## config.mk

```make
export PLATFORM = sky130hd
export DESIGN_NAME = id_stage
export DESIGN_NICKNAME = d
export VERILOG_FILES = /design/src/rtl/id_stage.sv
export SDC_FILE = /design/constraint.sdc
export NUM_CORES = 1
export LEC_CHECK = 0
export CAP_MARGIN = 10
export CORE_UTILIZATION = 34
export DETAILED_ROUTE_END_ITERATION = 8
export PLACE_DENSITY = 0.81
export SLEW_MARGIN = 40
export SYNTH_ARGS = -nofsm -noshare
export SYNTH_HDL_FRONTEND = slang
export SYNTH_SLANG_ARGS = --single-unit
```

## constraint.sdc

```tcl
create_clock -name vclk -period 6
set_input_delay 1.2 -clock vclk [all_inputs]
set_output_delay 1.2 -clock vclk [all_outputs]
set_load 0.005 [all_outputs]
```

## src/rtl/id_stage.sv

```systemverilog
// id_stage: combinational RV32I decode, branch resolution and target address.
// Optional `ID_ILLEGAL_INST_EN adds the illegal / illegal_seen outputs.
module id_stage (
    input  logic        clk,
    input  logic        rst,
    input  logic [31:0] pc,
    input  logic [31:0] inst,
    input  logic [31:0] qa,
    input  logic        is_lt,
    input  logic        is_ltu,
    input  logic        is_zero,
    output logic        brh,
    output logic [31:0] brh_addr,
    output logic        alu_src_1,
    output logic        alu_src_2,
    output logic [31:0] alu_imm_1,
    output logic [31:0] alu_imm_2,
    output logic [7:0]  alu_op,
    output logic [9:0]  mem_op,
`ifdef ID_ILLEGAL_INST_EN
    output logic        reg_we,
    output logic        illegal,
    output logic        illegal_seen
`else
    output logic        reg_we
`endif
);

    logic [4:0]  opc;
    logic [2:0]  f3;
    logic        c_load, c_opimm, c_auipc, c_store, c_op;
    logic        c_lui, c_br, c_jalr, c_jal, c_mem;
    logic [31:0] imm;
    logic [31:0] base;
    logic [31:0] sum;
    logic [7:0]  op_dec;
    logic        m_sign, m_ok;
    logic [2:0]  m_sz;
    logic [3:0]  m_be;
    logic [9:0]  mem_dec;
    logic        cond;

    assign opc     = inst[6:2];
    assign f3      = inst[14:12];
    assign c_load  = (opc == 5'd0);
    assign c_opimm = (opc == 5'd4);
    assign c_auipc = (opc == 5'd5);
    assign c_store = (opc == 5'd8);
    assign c_op    = (opc == 5'd12);
    assign c_lui   = (opc == 5'd13);
    assign c_br    = (opc == 5'd24);
    assign c_jalr  = (opc == 5'd25);
    assign c_jal   = (opc == 5'd27);
    assign c_mem   = c_load | c_store;

    always_comb begin
        imm = 32'h0;
        unique case (1'b1)
            c_lui, c_auipc:
                imm = {inst[31:12], 12'h000};
            c_jal:
                imm = {{12{inst[31]}}, inst[19:12], inst[20],
                       inst[30:21], 1'b0};
            c_jalr, c_load, c_opimm:
                imm = {{20{inst[31]}}, inst[31:20]};
            c_br:
                imm = {{20{inst[31]}}, inst[7], inst[30:25],
                       inst[11:8], 1'b0};
            c_store:
                imm = {{20{inst[31]}}, inst[31:25], inst[11:7]};
            default:
                imm = 32'h0;
        endcase
    end

    assign alu_src_1 = c_mem | c_opimm | c_op | c_br;
    assign alu_src_2 = c_op | c_br;
    assign alu_imm_1 = (c_auipc | c_jal | c_jalr) ? pc : 32'h0;
    assign alu_imm_2 = (c_jal | c_jalr) ? 32'd4 : imm;
    assign reg_we    = c_lui | c_auipc | c_jal | c_jalr
                     | c_load | c_opimm | c_op;

    always_comb begin
        op_dec = 8'h00;
        if (c_lui | c_auipc | c_jal | c_jalr | c_mem) begin
            op_dec = 8'h03;
        end else if (c_br) begin
            op_dec = 8'h02;
        end else if (c_op | c_opimm) begin
            unique case (f3)
                3'b000: op_dec = (c_op & inst[30]) ? 8'h02 : 8'h03;
                3'b001: op_dec = 8'h20;
                3'b010: op_dec = 8'h80;
                3'b011: op_dec = 8'h40;
                3'b100: op_dec = 8'h04;
                3'b101: op_dec = inst[30] ? 8'h08 : 8'h10;
                3'b110: op_dec = 8'h05;
                3'b111: op_dec = 8'h06;
                default: op_dec = 8'h00;
            endcase
        end
    end

    // Stores have no unsigned variants, so only loads accept 100/101.
    always_comb begin
        m_sign = 1'b0;
        m_sz   = 3'b000;
        m_be   = 4'h0;
        unique case (f3)
            3'b000: begin m_sign = c_load; m_sz = 3'b100; m_be = 4'b0001; end
            3'b001: begin m_sign = c_load; m_sz = 3'b010; m_be = 4'b0011; end
            3'b010: begin m_sz = 3'b001; m_be = 4'b1111; end
            3'b100: begin m_sz = {c_load, 2'b00}; m_be = {3'b000, c_load}; end
            3'b101: begin m_sz = {1'b0, c_load, 1'b0}; m_be = {2'b00, {2{c_load}}}; end
            default: ;
        endcase
    end

    assign m_ok    = c_mem & (m_sz != 3'b000);
    assign mem_dec = m_ok ? {m_sign, m_sz, c_store, c_load, m_be} : 10'h0;

    assign alu_op = rst ? 8'h00 : op_dec;
    assign mem_op = rst ? 10'h000 : mem_dec;

    always_comb begin
        cond = 1'b0;
        unique case (f3)
            3'b000: cond = is_zero;
            3'b001: cond = ~is_zero;
            3'b100: cond = is_lt;
            3'b101: cond = ~is_lt;
            3'b110: cond = is_ltu;
            3'b111: cond = ~is_ltu;
            default: cond = 1'b0;
        endcase
    end

    assign brh      = c_jal | c_jalr | (c_br & cond);
    assign base     = c_jalr ? qa : pc;
    assign sum      = base + imm;
    assign brh_addr = {sum[31:1], 1'b0};

`ifdef ID_ILLEGAL_INST_EN
    logic known;
    logic seen_q, seen_d;

    assign known = c_load | c_opimm | c_auipc | c_store | c_op
                 | c_lui | c_br | c_jalr | c_jal;

    assign illegal = (inst[1:0] != 2'b11) | ~known
                   | (c_mem & ~m_ok)
                   | (c_br & (f3[2:1] == 2'b01));

    assign seen_d = seen_q | illegal;

    always_ff @(posedge clk or posedge rst) begin
        if (rst) begin
            seen_q <= 1'b0;
        end else begin
            seen_q <= seen_d;
        end
    end

    assign illegal_seen = seen_q;
`else
    logic [2:0] unused_in;
    assign unused_in = {clk, inst[1:0]};
`endif

endmodule

```

==> metrics.csv <==
stage;metric;value;unit
synth;post-synthesis average cell area;6.82;µm²
drt;routed length per placed instance;17.4;µm
placed_design;Final Wtd Congestion;0.987;
grt;wire length of the first global-routing pass;23.1;mm
synth;post-synthesis cell count;467;
run_status;result of the run;complete, no violations;
floorplanning;starting utilization of the core area;35.8;%
sta;relative slew slack;66.4;%
critical_path;arrival time at the worst endpoint;4.68;ns
sta;final critical-path share of the clock period;97.9;%
placed_design;cell total after placement;873;
grt;via count of the first global-routing pass;4776;
finish;final cell count without fillers;894;
synth;dominant cell by count in the synthesized netlist;and2_1;
finish;sequential cells;0;
critical_path;biggest cell delay along the critical path;0.35;ns
synth;netlist area before placement;0.00319;mm²
floorplanning;area enclosed by the die boundary;0.00976;mm²
critical_path;category of cells accounting for the largest share of critical-path delay;compound AO/OA/AOI/OAI gates;
clock_tree;Post-CTS Hold Fix Bufs;0;
grt;initial antenna violation count;0;
finish;count of clock buffers in the final design;0;
synth;Post-Synthesis Net Count;598;
drt;vias;4842;
synth;post-synthesis cell type count;66;
critical_path;Crit path required time;4.80;ns
placed_design;quantity of I/O buffers inserted on ports;215;
synth;list of most frequent post-synthesis cells;and2_1, a21oi_1, nand2_1;
drt;detailed-router iteration count before antenna repair;5;
power;P per Cell Area;80.6;mW/mm²
critical_path;critical path startpoint category;primary input;
floorplanning;die height;98.8;µm
critical_path;capturing element type of the critical path;primary output;
hold_path;type of the most critical hold path;in2out;
critical_path;biggest fanout along the worst timing path;4;
floorplanning;Std-Cell Rows;34;
floorplanning;core region area;0.00889;mm²
sta;transition time at the pin with the least slew margin;0.503;ns
power;static leakage;3.05;nW
critical_path;WS Path Type;in2out;
sta;Final Hold Fails;0;
grt;pin count of the biggest net entering global routing;33;
critical_path;combined buffer and inverter count along the critical path;6;
sta;setup_tns;0;ns
synth;number of warnings issued by yosys;0;
run;number of maximum-capacitance violations;0;
sta;max-slew violations;0;
sta;Period minus WS final;5.88;ns
finish;net count reported at finish;919;
finish;area taken by flip-flops and latches;0;µm²
sta;maximum frequency from static timing analysis;170;MHz
floorplanning;IO Count;219;
synth;area share of the largest cell type after synthesis;11.4;%
floorplanning;die extent in x;98.8;µm
critical_path;critical path, cell by cell;clkdlybuf4s15_1 > nand4b_1 > nor2_4 > buf_6 > buf_16 > mux2_2 > ha_4 > buf_4 > a21oi_1 > or2_4 > a21oi_1 > a21o_1 > a31oi_4 > buf_6 > o211a_1 > o31ai_2 > xnor2_1 > buf_2;
synth;cell taking the most area after synthesis;ha_1;
synth;Area contributors post-synth;ha_1, mux2_2, and2_1;
drt;routed wire length;15.6;mm
placed_design;DP Wirelength;12.1;mm
finish;final antenna diode count;0;
synth;fraction of the yosys area taken by sequential cells;0;%
finish;area added between synthesis and finish;111;%
grt;leftover overflow at the end of global routing;0;
drt;average vias per placed instance;5.42;
sta;final setup vio count;0;
grt;overall fraction of global-route tracks in use;28.9;%
finish;share of layout cells above drive strength 1;28.9;%
drt;Antenna Nets Post-Route;0;
drt;number of DRC violations after detailed routing;0;
critical_path;highest-delay cell along the critical path;mux2_2;
finish;Fillers;642;
power;Worst IR Drop VDD;0.0000532;V
drt;DRC marker count from the first detailed-route iteration;241;
-- cells in the final DEF (no fill, tap or decap), types with 7 or more instances in the layout --
cell,netlist,layout
mux2_2,29,22
and2_1,51,50
nor2_1,29,26
nand2b_1,8,8
clkdlybuf4s50_1,0,192
a21o_1,18,18
a21oi_1,42,39
inv_1,16,15
buf_4,4,125
dlygate4sd2_1,0,13
o21ai_0,14,11
ha_4,0,12
mux2_4,0,7
nand2_1,39,39
and3_1,11,10
nand3_1,9,9
xnor2_1,24,24
nor3_1,8,8
ha_1,29,17
xor2_1,10,10
-- final timing paths --
| path | from | to | slack, ns | cells past startpoint |
|---|---|---|---|---|
| max | inst[2] | brh_addr[31] | 0.12 | 18 |
| min | inst[3] | alu_src_1 | 3.33 | 5 |
-- through the flow --
step	util [%]	hold WS [ns]	area (µm²)	setup slack, ns	total power (W)
after floorplan	-	2.43	3190	0.130	0.000203
after global placement	69.8	3.37	6210	-0.468	0.000485
after detailed placement	69.8	3.37	6210	-0.595	0.000500
after CTS	73.2	3.37	6500	0.0104	0.000513
after global routing	75.7	3.36	6730	-0.0413	0.000578
final	75.7	3.33	6730	0.124	0.000542
-- report_power, final --
part	leakage [nW]	total [W]	internal [W]	switching (W)
sequential	0	0	0	0
clock	0	0	0	0
combinational	3.05	0.000542	0.000315	0.000227
-- timing repair --
item | 4_1_cts | 5_1_grt
endpoints found under the setup margin | 19 | 14
pin swaps | 26 | 34
cloned | 1 | 0
gates resized for setup | 62 | 51
setup buffers | 11 | 11
-- area by class of cell --
class | instances | area [µm²] | area share [%]
timing repair buffer | 349 | 3170 | 47.1
multi-input combinational | 421 | 3360 | 50.0
tap | 108 | 135 | 2.01
inverter | 16 | 60.1 | 0.893
-- cell families after synthesis --
kind of cell / count (synthesis) / share of synthesized area, %
AOI/OAI and AO/OA: 132 / 27.9
xor gates and xnor gates: 34 / 9.35
adders and majority gates: 31 / 12.4
buffers and inverters: 46 / 6.25
muxes: 34 / 11.8
other: 1 / 0.118
and+or+nand+nor: 189 / 32.2
-- worst min-delay path: stages --
cell	delay, ns
clkbuf_2	0.16
or3_4	0.17
buf_4	0.12
nand2b_1	0.05
clkdlybuf4s50_1	0.43
-- layer usage --
metal | vias to the layer above | routed length [µm] | track usage, %
li1 | 2323 | - | -
met1 | 2259 | 6010 | 32.0
met2 | 214 | 8130 | 56.8
met3 | 46 | 879 | 3.97
met4 | 0 | 549 | 8.04
met5 | - | 0 | 0
No activity file was read; power rests on OpenSTA's default activity.
